===== config.mk =====
export PLATFORM = sky130hd
export DESIGN_NAME = alu_issue_seq
export DESIGN_NICKNAME = d
export VERILOG_FILES = /design/src/rtl/alu_issue_seq.sv
export SDC_FILE = /design/constraint.sdc
export NUM_CORES = 1
export LEC_CHECK = 0
export BUFFER_PORTS_ARGS = -buffer_cell sky130_fd_sc_hd__buf_2
export CAP_MARGIN = 10
export CORE_MARGIN = 4
export CORE_UTILIZATION = 61
export CTS_BUF_LIST = sky130_fd_sc_hd__clkbuf_16
export CTS_CLUSTER_SIZE = 16
export DETAILED_ROUTE_END_ITERATION = 10
export PLACE_DENSITY_LB_ADDON = 0.15
export SLEW_MARGIN = 20
export SYNTH_ARGS = -nofsm -noshare
export SYNTH_HDL_FRONTEND = slang
export SYNTH_SLANG_ARGS = --single-unit
export TNS_END_PERCENT = 30

===== constraint.sdc =====
create_clock -name clk -period 5.1 [get_ports clk]
set_clock_uncertainty 0.05 [all_clocks]
set_input_delay 1.02 -clock clk [delete_from_list [all_inputs] [get_ports clk]]
set_output_delay 1.02 -clock clk [all_outputs]
set_load 0.1 [all_outputs]

===== src/rtl/alu_issue_seq.sv =====
// Program buffer + issue sequencer feeding the pipelined 16-bit ALU, one instruction per 2-clock slot.
// Optional define HAZARD_INTERLOCK_EN inserts one bubble slot on a back-to-back read-after-write.
module alu_issue_seq #(
  parameter int DEPTH = 16,
  parameter int AW    = 4
) (
  input  logic          clk,
  input  logic          reset,
  input  logic          load_valid,
  output logic          load_ready,
  input  logic [23:0]   load_data,
  input  logic          clear,
  input  logic          start,
  output logic [3:0]    rs1,
  output logic [3:0]    rs2,
  output logic [3:0]    rd,
  output logic [3:0]    func,
  output logic [7:0]    addr,
  output logic          issue_valid,
  output logic          busy,
  output logic          done,
  output logic [AW:0]   count
);

  typedef enum logic [1:0] {IDLE, RUN, STALL, DONE} state_t;

  typedef struct packed {
    logic [3:0] func;
    logic [3:0] rd;
    logic [3:0] rs1;
    logic [3:0] rs2;
    logic [7:0] addr;
  } instr_t;

  localparam logic [AW:0] FULL     = (AW+1)'(DEPTH);
  localparam logic [3:0]  FUNC_NOP = 4'hF;

  state_t      state;
  logic        phase;
  logic [AW:0] ip;
  instr_t      mem [DEPTH];
  instr_t      cur;

  logic        idle_like, wr, hazard, upd, fin, stall_now, do_issue, do_bubble;
  logic [AW:0] count_nxt;

  assign idle_like  = (state == IDLE) || (state == DONE);
  assign load_ready = idle_like && (count < FULL);
  assign wr         = load_valid && load_ready;
  assign count_nxt  = count + (AW+1)'(wr);
  assign cur        = mem[ip[AW-1:0]];

  // The ALU writes back on the same edge the next slot reads its bank, so a
  // dependent instruction directly behind a writer needs one slot of separation.
`ifdef HAZARD_INTERLOCK_EN
  assign hazard = issue_valid && (func <= 4'd11) && ((cur.rs1 == rd) || (cur.rs2 == rd));
`else
  assign hazard = 1'b0;
`endif

  always_comb begin
    upd       = phase && ((state == RUN) || (state == STALL));
    fin       = (state == RUN) && (ip == count);
    stall_now = (state == RUN) && !fin && hazard;
    do_issue  = upd && !fin && !stall_now;
    do_bubble = upd && (fin || stall_now);
  end

  // Buffer contents are don't-care after reset, so no reset on the array.
  always_ff @(posedge clk) begin
    if (wr) mem[count[AW-1:0]] <= instr_t'(load_data);
  end

  always_ff @(posedge clk or posedge reset) begin
    if (reset) begin
      state       <= IDLE;
      phase       <= 1'b0;
      ip          <= '0;
      count       <= '0;
      rs1         <= '0;
      rs2         <= '0;
      rd          <= '0;
      addr        <= '0;
      func        <= FUNC_NOP;
      issue_valid <= 1'b0;
      busy        <= 1'b0;
      done        <= 1'b0;
    end else begin
      phase <= ~phase;
      if (wr) count <= count_nxt;

      if (do_issue) begin
        func        <= cur.func;
        rd          <= cur.rd;
        rs1         <= cur.rs1;
        rs2         <= cur.rs2;
        addr        <= cur.addr;
        issue_valid <= 1'b1;
        ip          <= ip + 1'b1;
      end
      // A bubble only kills func/valid; the register/address fields hold.
      if (do_bubble) begin
        func        <= FUNC_NOP;
        issue_valid <= 1'b0;
      end

      case (state)
        IDLE, DONE: begin
          if (clear) begin
            count <= '0;
            state <= IDLE;
            done  <= 1'b0;
          end else if (start) begin
            // count_nxt lets a same-cycle load count toward this run.
            if (count_nxt != '0) begin
              state <= RUN;
              ip    <= '0;
              busy  <= 1'b1;
              done  <= 1'b0;
            end else begin
              state <= DONE;
              done  <= 1'b1;
            end
          end
        end
        RUN: begin
          if (upd) begin
            if (fin) begin
              state <= DONE;
              busy  <= 1'b0;
              done  <= 1'b1;
            end else if (stall_now) begin
              state <= STALL;
            end
          end
        end
        STALL: begin
          if (upd) state <= RUN;
        end
        default: state <= IDLE;
      endcase
    end
  end

endmodule


==> results.yml <==
global_route:
  grt_max_degree: 65
  track_usage_pct: 23.03
  overflow: 0
  antenna_found_initial: 0
  grt_pass1_wl_mm: 53.20
  grt_pass1_vias: 8904
critical_path:
  critPathKind: "reg2reg"
  endpoint_kind: "register"
  startpoint_type: "register"
  r2r-start: "state[0]$_DFFE_PP0P_"
  worstPathMaxFanout: 13
  r2r_end: "mem[7][10]$_DFFE_PP_"
  cp-startpoint: "state[0]$_DFFE_PP0P_"
  ff2ff_setup_slack_ns: 1.87
  r2r_cells: 7
  cp.arrival_ns: 3.40
  endpoint: "mem[7][10]$_DFFE_PP_"
  crit_required_ns: 5.27
clock_tree:
  cts_buffers: 42
  clock_latency_ns: 0.53
  cts-hold-fix-buffers: 0
  cts_sinks: 424
  clk_path_buf_depth: 3
  cts_tree: "done"
  root_buffer: "clkbuf_16"
  cts.htree.levels: 2
  ctsResizeCount: 0
  cts_setup_buffers: 0
  clk_pin_slew_ns: 0.06
logic_synthesis:
  yosysUniqueCellTypes: 48
  ys_async_sr_fraction_pct: 9.434
  ys_ff_latch: 424
  synth_cells: 916
  ys_seq_area_share_pct: 74.76
  synth_edf_count: 384
  syn_area_mm2: 0.01677
  synth_top_flop_cell: "edfxtp_1"
  synth_nets: 950
  yosys_warnings: 0
  avgSynthCellArea_um2: 18.31
timing:
  rsz0062_at_grt: "no"
  finalHoldViolations: 0
  slew_violations: 0
  holdWs_ns: 0.4319
  setup-violations-final: 0
  fmax_mhz: 309.7
  slew_headroom_pct: 32.60
  tns_ns: 0
  final.min_clock_period_ns: 3.229
  fin_crit_sh_pct: 63.32
  tightest_slew_ns: 1.009
power_and_ir_drop:
  power_mw: 10.86
  powerDensity_mw_per_mm2: 581.5
  p_leak_nw: 6.240
  ir_drop_uv: 411.6
floorplan:
  row_count: 60
  io_pins: 62
  die_h_um: 173.8
  initial_utilization_pct: 62.05
  core_mm2: 0.02703
  die_area_mm2: 0.03021
  die_x_um: 173.8
outcome:
  status: "finished, final reports clean"
hold_path:
  hold_class: "reg2reg"
cells_and_area:
  fillers: 1723
  syn2layout_area_growth_pct: 11.31
  diodes: 0
  final_util_pct: 69.07
  fin_cells: 1362
  fin_nets: 1021
  drive_above_1_share_pct: 23.60
route:
  ant_nets: 0
  post-route-drc-count: 0
  drt-total-wl_mm: 33.93
  drt_iter0_markers: 931
  routedWlPerCell_um: 24.91
  routed-via-count: 8528
  drt_pass1_iterations: 5
  avgViaCountPerCell: 6.261
place:
  dpl.hpwl_mm: 19.23
  dp.cells: 1284
  routabilityCongestion: 0.7963
  io_buffers: 61
run:
  cap_violations: 0
[final cells by class]
type	count	area, um^2	area share [%]
flip-flops and latches	424	12550	67.22
multi-input cells	430	3936	21.09
inverters	9	35.03	0.1877
well taps	341	426.7	2.286
repair buffers	80	447.9	2.400
clock buffers	43	1076	5.764
clock inverters	35	197.7	1.059
[critical path, stage by stage (launching register included)]
cell	delay (ns)
dfrtp_1	0.37
inv_1	0.06
ha_1	0.50
nand2_1	0.15
nor2_1	0.37
nand3_1	0.33
nor2_2	0.70
buf_4	0.37
[routing by layer]
metal / global-route usage [%] / wire length [um]
met1: 33.95 / 14300
met2: 35.80 / 16350
met3: 4.188 / 2374
met4: 7.555 / 907
met5: 0 / 0
[power breakdown]
group          switching [mW]  internal (mW)
clock                    1.24           1.58
sequential              0.276           4.08
combinational            2.46           1.21
total                    3.98           6.88
[registers in the layout, indices dropped and copies added, names as in the netlist]
| name | flops |
|---|---|
| addr | 8 |
| busy | 1 |
| count | 5 |
| done | 1 |
| func | 4 |
| ip | 5 |
| issue_valid | 1 |
| mem | 384 |
| phase | 1 |
| rd | 4 |
| rs1 | 4 |
| rs2 | 4 |
| state | 2 |
[how the worst min path moves through the flow]
| stage | start | end | slack [ns] | cells after the start |
|---|---|---|---|---|
| 3_5_place_dp | issue_valid$_DFFE_PP0P_ | issue_valid$_DFFE_PP0P_ | 0.42 | 1 |
| 5_1_grt | issue_valid$_DFFE_PP0P_ | issue_valid$_DFFE_PP0P_ | 0.46 | 1 |
| 4_1_cts | phase$_DFF_PP0_ | phase$_DFF_PP0_ | 0.43 | 1 |
| 2_1_floorplan | phase$_DFF_PP0_ | phase$_DFF_PP0_ | 0.38 | 1 |
| 3_3_place_gp | issue_valid$_DFFE_PP0P_ | issue_valid$_DFFE_PP0P_ | 0.41 | 1 |
| 6_report | phase$_DFF_PP0_ | phase$_DFF_PP0_ | 0.43 | 1 |
[kinds of logic (layout without fill, tap and decap cells)]
family / count (synthesis) / count (layout) / synth area share [%]
fa+ha+maj: 5 / 5 / 0.3731
flops: 424 / 424 / 74.76
xor+xnor: 11 / 11 / 0.5745
simple gates: 194 / 194 / 4.976
mux: 103 / 103 / 11.70
compound gates: 117 / 117 / 5.193
buf+inv: 62 / 167 / 2.425
[Yosys cell counts, types with 2 or more instances]
library cell / instances / area, um^2
edfxtp_1: 384 / 11530
nand2_1: 84 / 315.3
nor2_1: 65 / 244.0
mux4_2: 64 / 1441
a21oi_1: 45 / 225.2
dfrtp_1: 36 / 900.9
mux2i_1: 31 / 310.3
a211oi_1: 21 / 157.7
nor2b_1: 21 / 131.4
buf_2: 19 / 95.09
clkbuf_1: 12 / 45.04
a2111oi_2: 10 / 150.1
a2111oi_1: 9 / 90.09
inv_1: 9 / 33.78
buf_4: 8 / 60.06
buf_6: 8 / 90.09
mux4_1: 8 / 210.2
a31oi_1: 7 / 43.79
nor3_1: 7 / 35.03
xnor2_1: 7 / 61.31
a221oi_1: 5 / 43.79
ha_1: 5 / 62.56
nand3_1: 5 / 25.02
o21ai_0: 5 / 25.02
dfstp_2: 4 / 105.1
xor2_1: 4 / 35.03
buf_12: 3 / 60.06
nand2b_1: 3 / 18.77
nand3b_1: 3 / 22.52
a21boi_0: 2 / 15.01
a31o_2: 2 / 17.52
a41oi_1: 2 / 17.52
buf_1: 2 / 7.510
nand4_1: 2 / 12.51
[through the flow]
step | instance area, um^2 | worst slack (ns)
floorplan | 16770 | 1.339
global placement | 17390 | 1.785
detailed placement | 17390 | 1.754
CTS | 18660 | 1.867
global route | 18670 | 1.652
finish | 18670 | 1.871
[cells in the final DEF, fill, tap and decap left out, drive strengths merged, types with 2 or more instances in the layout]
master	count
xor2	4
mux2i	31
a41oi	2
nand2b	3
nand3	5
nand2	84
nand3b	3
a221oi	5
nor2	65
nand4	2
inv	18
ha	5
edfxtp	384
buf	80
clkinv	25
o21ai	5
dfstp	4
o41ai	2
dfrtp	36
a31oi	7
xnor2	7
nor3	8
a211oi	21
mux4	72
a21boi	2
nor2b	21
a21oi	46
a31o	2
a2111oi	19
clkbuf	43
(Power assumes the default switching activity.)
